==> src/rtl/vxe_fifo_lvl.sv <==
// vxe_fifo_lvl: single-clock first-word-fall-through FIFO with an occupancy
// level, almost-full/almost-empty decodes and sticky overflow/underflow flags.
//
// Ports:
//   clk       rising-edge clock
//   nrst      synchronous active-low reset (highest priority)
//   clr       synchronous flush, priority over wr/rd
//   data_in   write data
//   wr        write request, accepted when in_rdy
//   in_rdy    not full
//   data_out  head-of-queue data (valid when out_vld)
//   rd        read request (pop), accepted when out_vld
//   out_vld   not empty
//   level     occupancy 0..DEPTH
//   afull     level >= AFULL_THR
//   aempty    level <= AEMPTY_THR
//   ovf       sticky: wr seen while full
//   udf       sticky: rd seen while empty
module vxe_fifo_lvl #(
    parameter int unsigned DATA_WIDTH = 32,
    parameter int unsigned DEPTH_POW2 = 3,
    parameter int unsigned AFULL_THR  = (1 << DEPTH_POW2) - 1,
    parameter int unsigned AEMPTY_THR = 1
) (
    input  logic                  clk,
    input  logic                  nrst,
    input  logic                  clr,
    input  logic [DATA_WIDTH-1:0] data_in,
    input  logic                  wr,
    output logic                  in_rdy,
    output logic [DATA_WIDTH-1:0] data_out,
    input  logic                  rd,
    output logic                  out_vld,
    output logic [DEPTH_POW2:0]   level,
    output logic                  afull,
    output logic                  aempty,
    output logic                  ovf,
    output logic                  udf
);

    localparam int unsigned DEPTH = 1 << DEPTH_POW2;

    localparam logic [DEPTH_POW2:0] DEPTH_L = DEPTH[DEPTH_POW2:0];
    localparam logic [DEPTH_POW2:0] AF_L    = AFULL_THR[DEPTH_POW2:0];
    localparam logic [DEPTH_POW2:0] AE_L    = AEMPTY_THR[DEPTH_POW2:0];
    localparam logic [DEPTH_POW2:0] ONE_L   = {{DEPTH_POW2{1'b0}}, 1'b1};

    logic [DATA_WIDTH-1:0] mem [DEPTH];

    // Pointers are exactly DEPTH_POW2 bits, so they wrap at DEPTH by
    // plain binary overflow.
    logic [DEPTH_POW2-1:0] wptr;
    logic [DEPTH_POW2-1:0] rptr;

    logic wr_ok;
    logic rd_ok;

    assign in_rdy   = (level != DEPTH_L);
    assign out_vld  = (level != '0);
    assign afull    = (level >= AF_L);
    assign aempty   = (level <= AE_L);
    assign data_out = mem[rptr];

    // Acceptance is judged on the current level only, so a full FIFO
    // never takes a write in the same cycle it pops, and an empty FIFO
    // never bypasses a write straight to a same-cycle read.
    assign wr_ok = wr && in_rdy && !clr;
    assign rd_ok = rd && out_vld && !clr;

    always_ff @(posedge clk) begin
        if (!nrst) begin
            wptr  <= '0;
            rptr  <= '0;
            level <= '0;
            ovf   <= 1'b0;
            udf   <= 1'b0;
        end else if (clr) begin
            wptr  <= '0;
            rptr  <= '0;
            level <= '0;
            ovf   <= 1'b0;
            udf   <= 1'b0;
        end else begin
            if (wr_ok) begin
                wptr <= wptr + 1'b1;
            end
            if (rd_ok) begin
                rptr <= rptr + 1'b1;
            end
            unique case ({wr_ok, rd_ok})
                2'b10:   level <= level + ONE_L;
                2'b01:   level <= level - ONE_L;
                default: level <= level;
            endcase
            if (wr && !in_rdy) begin
                ovf <= 1'b1;
            end
            if (rd && !out_vld) begin
                udf <= 1'b1;
            end
        end
    end

    // Storage carries no reset; contents are meaningless while empty.
    // wr_ok already excludes clr, and nrst gates the write explicitly.
    always_ff @(posedge clk) begin
        if (nrst && wr_ok) begin
            mem[wptr] <= data_in;
        end
    end

endmodule

==> config.mk <==
export PLATFORM = sky130hd
export DESIGN_NAME = vxe_fifo_lvl
export DESIGN_NICKNAME = d
export VERILOG_FILES = /design/src/rtl/vxe_fifo_lvl.sv
export SDC_FILE = /design/constraint.sdc
export NUM_CORES = 1
export LEC_CHECK = 0
export ABC_AREA = 1
export CORE_MARGIN = 4
export CORE_UTILIZATION = 39
export DETAILED_ROUTE_END_ITERATION = 8
export GPL_TIMING_DRIVEN = 0
export PLACE_DENSITY = 0.63
export SKIP_LAST_GASP = 1
export SYNTH_ARGS = -nofsm -noshare
export SYNTH_HDL_FRONTEND = slang
export SYNTH_SLANG_ARGS = --single-unit
==> constraint.sdc <==
create_clock -name clk -period 4.75 [get_ports clk]
set_clock_uncertainty 0.1 [all_clocks]
set_input_delay 1.425 -clock clk [delete_from_list [all_inputs] [get_ports clk]]
set_output_delay 1.425 -clock clk [all_outputs]
set_load 0.005 [all_outputs]
### After elaboration in Yosys (flattened, before gate mapping)

Memories as Yosys holds them, arrays and structs flattened. A register that Yosys moved wholly into a read port is not among the register bits.
Cells that the tools add are included.

* bits in latches: 0
* bits in writable memories: 256
* flip-flop bits (word level): 12
* input bits: 37
* memory bits (read-only): 0
* memories: 1
* logic and storage cells: 34

* mux-type cells: 5
* multipliers: 0
* equal/unequal tests: 3
* add/sub/neg operators: 4
* $lt $le $gt $ge: 2
* shifts and indexed selects: 0
* bitwise logic cells: 1
* reductions and logical operators: 13
* divide/modulo/power cells: 0

Memories
* mem: depth 8, bits a word 32, rd ports 1, clocked after memory_dff 1, write ports 1, RTL line 48 `logic [DATA_WIDTH-1:0] mem [DEPTH];`

Operator list (count)
* $pmux 4 s2: 1
* $logic_and 1x1->1: 7
* $add 3x1->3 const B: 2
* $mux 3: 2
* $add 4x1->4 const B: 1
* $ge 4x3->1 const B: 1
* $le 4x1->1 const B: 1
* $ne 4x4->1 const B: 1
* $reduce_bool 4->1: 1
* $sub 4x1->4 const B: 1
* $logic_not 1->1: 3
* $eq 2x1->1 const B: 1
* $eq 2x2->1 const B: 1
* $mux 1: 2
* $reduce_bool 2->1: 1
* $reduce_or 2->1: 1
* $not 1->1: 1

### Depth between registers and ports, before layout

* depth in word-level cells: 6
* mapped depth: 13
* gate-level depth less buffers: 13

### Worst setup path after synthesis

No wires, ideal clock.

* kind: input to register
* start point: input clr
* end point: memory mem[1][0] (enable)
* arrival: 3339 ps
* buffers on the path: 0
* slack: 890 ps
* stages on the path: 5
* cell sequence: inv_1 nand2_1 inv_1 nand3_1 nor2_1

* word-level cells in the longest chain between the ends: 5

RTL lines
* from (decl): RTL line 27 `input logic clr,`
* $logic_not 1->1: RTL line 67 `assign wr_ok = wr && in_rdy && !clr;`
* $logic_and 1x1->1: RTL line 67
* $logic_and 1x1->1: RTL line 107 `if (nrst && wr_ok) begin`
* $mux 1: RTL line 107
* $mux 1 (not written as such): RTL line 108 `mem[wptr] <= data_in;`
* to (decl): RTL line 48

Every way passes these cells.

==> summary.md <==
| Metric | Value |
|---|---|
| Clock root cell | `sky130_fd_sc_hd__clkbuf_16` |
| Final weighted congestion of routability-driven global placement | `0.760` |
| Number of cells on the critical path | `6` |
| Class of the worst hold path | `flop to flop` |
| Via-to-Cell Ratio | `4.88` |
| Largest driver fanout on the critical path | `10` |
| Detailed placement HPWL | `16.2 mm` |
| Number of buffers inserted for hold repair after clock tree synthesis | `0` |
| Max-slew headroom at the worst pin | `52.1%` |
| Cell with the largest stage delay on the worst path | `sky130_fd_sc_hd__buf_1` |
| Number of unique standard cell types used by synthesis | `22` |
| Run status | `complete, no violations` |
| Post_cts resized | `0` |
| Worst Tran Pin Value | `0.718 ns` |
| Main combinational cell family by area after synthesis | `simple AND/OR/NAND/NOR gates` |
| Synthesized-area fraction occupied by ao, oa, aoi and oai cells | `6.52%` |
| Path depth of the worst reg2reg path | `8` |
| Maximum number of pins on one net before global-route repair | `25` |
| Width of the die | `176 um` |
| Final layout net count | `1127` |
| CTS Buffer Depth | `3` |
| Max incr delay on CP | `0.55 ns` |
| Cell repeated most along the worst path | `sky130_fd_sc_hd__nand2_1` |
| Number of nets in the synthesized netlist | `1012` |
| Fraction of the yosys area taken by sequential cells | `72.5%` |
| Initial DRT Pass Iterations | `5` |
| Crit path max-delay family | `buffers and inverters` |
| Required time reported for the critical path endpoint | `3.22 ns` |
| Path type of the worst setup path | `flop to output port` |
| Starting density of the core | `39.6%` |
| Routed wire length | `25.9 mm` |
| Sum of routed wire segments on met1 | `11.5 mm` |
| Multiplexer share of the synthesized area | `0%` |
| Setup repair after global routing missed its margin | `no` |
| Number of placement rows | `61` |
| Count of H-tree levels built during CTS | `1` |
| Skew-Pair Late Insertion Delay | `0.53 ns` |
| Overflow left after global routing | `0` |
| Syn Std Cell Area | `0.0110 mm^2` |
| Max frequency | `246 MHz` |
| Reg area | `0.00799 mm^2` |
| Yosys Warn Count | `0` |
| Fin worst setup slack | `0.687 ns` |
| Number of stages on the worst hold path | `2` |
| Number of enable-type register cells in the synthesized netlist | `256` |
| Cell area power density | `377 mW/mm^2` |
| Post-detailed-route wirelength per cell | `17.5 um` |
| Placed Instances | `1432` |
| Number of antenna violations at the first check in global routing | `0` |
| Finish-stage setup viols | `0` |
| TritonCTS clock tree | `built` |
| First-pass GRT wire length | `39.8 mm` |
| Proportion of layout cells with a drive suffix above 1 | `8.54%` |
| Shortest clock period the worst path allows after layout | `4.06 ns` |
| Sort of element at the end of the critical path | `output port` |
| Number of pins exceeding their max-slew limit in the final report | `0` |
| Number of hold violations in the final report | `0` |
| Critical path buffers and inverters | `4` |
| Final hold slack | `0.349 ns` |
| Residual DRC count | `0` |
| Total die area | `0.0310 mm^2` |
| Most frequently used flop master after synthesis | `sky130_fd_sc_hd__edfxtp_1` |
| Reported leakage power | `4.91 nW` |
| CTS Sinks | `271` |
| Filler-free cell count of the finished design | `1479` |
| Vias in the first global route | `6935` |
| Filler cells | `2514` |
| Startpoint Class | `flop` |
| Average cell area after synthesis | `11.4 um^2` |
| Fraction of the cycle the final worst path needs | `85.5%` |
| Total global-route track usage | `16.5%` |
| Worst supply voltage drop on vdd | `0.306 mV` |
| Area of the multi-input gates | `0.00268 mm^2` |
| Core region area | `0.0278 mm^2` |
| Number of standard cells after synthesis | `968` |
| Die Y | `176 um` |
| Arithmetic-cell share of the synthesized area counting full adders, half adders and majority gates | `0.795%` |
| Clock slew seen by the registers of the worst setup and hold paths | `0.06 ns` |
| Async set-or-reset flop fraction in the synthesized netlist | `0%` |
| Metal2 WL | `12.5 mm` |
| Post-route ant nets | `0` |
| Diode insertion count for antenna repair | `0` |
| Area growth, synth to finish | `21.9%` |
| PortBufs | `78` |
| Number of max-cap violations | `0` |
| Highest signal layer in the routed design | `met4` |
| Parity-gate share of the synthesized area counting xor and xnor cells | `0.0795%` |
| Place WS | `0.699 ns` |
| Number of vias in the routed layout | `7223` |
| I/O pin count | `79` |
| # Post-CTS Setup Buffers | `0` |
| Chain of cells forming the critical path | `clkbuf_1 -> inv_1 -> buf_1 -> nand2_1 -> nand2_1 -> clkdlybuf4s50_1` |
| Critical path data arrival time | `2.54 ns` |
| Register bit total from synthesis | `271` |
| Synthesized-area fraction occupied by and/or/nand/nor cells | `16.4%` |
| TritonCTS Buffers | `27` |
| Final standard cell utilization of the core | `48.3%` |
| Initial DRC Count | `512` |
| Met3 Routed Length | `1.48 mm` |
-- layer usage --
layer	vias up	GRT usage (%)
met5	-	0
met4	0	3.05
met3	33	2.70
met2	193	28.1
met1	3478	22.8
li1	3519	-
-- area by class of cell --
type / instances / area share, %
flip-flops and latches: 271 / 59.5
multi-input cells: 627 / 20.0
repair buffers: 86 / 7.18
clock buffers: 31 / 5.15
well taps: 378 / 3.52
plain buffers: 48 / 2.38
clock inverters: 16 / 1.65
inverters: 22 / 0.615
-- synthesized netlist by cell type, types with 2 or more instances --
library cell | n | share of area [%]
sky130_fd_sc_hd__buf_6 | 14 | 1.4
sky130_fd_sc_hd__nor2_1 | 277 | 9.4
sky130_fd_sc_hd__buf_4 | 2 | 0.14
sky130_fd_sc_hd__inv_1 | 20 | 0.68
sky130_fd_sc_hd__inv_2 | 2 | 0.068
sky130_fd_sc_hd__nand2_1 | 190 | 6.5
sky130_fd_sc_hd__ha_1 | 7 | 0.80
sky130_fd_sc_hd__o21ai_1 | 32 | 1.5
sky130_fd_sc_hd__clkbuf_1 | 3 | 0.10
sky130_fd_sc_hd__dfxtp_1 | 15 | 2.7
sky130_fd_sc_hd__edfxtp_1 | 256 | 70
sky130_fd_sc_hd__nand4_1 | 3 | 0.17
sky130_fd_sc_hd__buf_1 | 8 | 0.27
sky130_fd_sc_hd__o21ai_0 | 101 | 4.6
sky130_fd_sc_hd__a21oi_1 | 6 | 0.27
sky130_fd_sc_hd__nand3_1 | 7 | 0.32
sky130_fd_sc_hd__clkbuf_2 | 8 | 0.36
sky130_fd_sc_hd__buf_2 | 13 | 0.59
-- where the power goes --
| part | total (mW) | internal [mW] | switching [mW] |
|---|---|---|---|
| clock | 2.19 | 1.32 | 0.878 |
| sequential | 2.63 | 2.63 | 0.00531 |
| combinational | 0.231 | 0.0989 | 0.132 |
| total | 5.06 | 4.04 | 1.02 |
-- per-stage QoR --
step,TNS (ns),cell area [um^2],total power [mW]
2_1_floorplan,0,11000,2.78
3_3_place_gp,-232.92,12300,2.91
3_5_place_dp,0,12500,2.92
4_1_cts,0,13400,5.10
5_1_grt,0,13400,5.22
6_report,0,13400,5.06
-- placed cells by master, fill, tap and decap left out, types with 7 or more instances in the layout --
cell type / netlist / routed
sky130_fd_sc_hd__buf_1: 8 / 8
sky130_fd_sc_hd__clkbuf_2: 8 / 8
sky130_fd_sc_hd__clkbuf_1: 3 / 7
sky130_fd_sc_hd__buf_2: 13 / 13
sky130_fd_sc_hd__clkbuf_16: 0 / 27
sky130_fd_sc_hd__o21ai_0: 101 / 101
sky130_fd_sc_hd__nor2_1: 277 / 269
sky130_fd_sc_hd__nand3_1: 7 / 7
sky130_fd_sc_hd__nand2_1: 190 / 190
sky130_fd_sc_hd__buf_6: 14 / 14
sky130_fd_sc_hd__clkdlybuf4s50_1: 0 / 78
sky130_fd_sc_hd__edfxtp_1: 256 / 256
sky130_fd_sc_hd__ha_1: 7 / 7
sky130_fd_sc_hd__inv_1: 20 / 20
sky130_fd_sc_hd__nor2_4: 0 / 8
sky130_fd_sc_hd__dfxtp_1: 15 / 15
sky130_fd_sc_hd__o21ai_1: 32 / 32
-- cell families (layout without fill, tap and decap cells) --
family                   count (synthesis)  count (layout)
XOR/XNOR                                 1               1
AND/OR/NAND/NOR                        477             477
AO/OA/AOI/OAI                          142             142
buffers and inverters                   70             203
adder cells (fa/ha/maj)                  7               7
flip-flops                             271             271
-- worst reg2reg max path, delay by kind of cell (launching register included) --
kind / cells / cell delay, ns
and+or+nand+nor: 4 / 1.14
buffers and inverters: 3 / 0.46
adders and majority gates: 1 / 0.28
DFF: 1 / 0.40
-- state kept, by name (all words and copies together) (netlist names), named ones only --
name / count
wptr: 3
ovf: 1
level: 4
udf: 1
rptr: 3
mem: 256
-- path summary, 6_finish.rpt --
check	startpoint	to	slack, ns
worst max register to register	level[0]	mem[7][5]	2.06
worst max-delay path	flop	data_out[9]	0.69
worst min-delay path	udf	udf	0.35
worst min register to register	udf	udf	0.35
(Power assumes the default switching activity.)
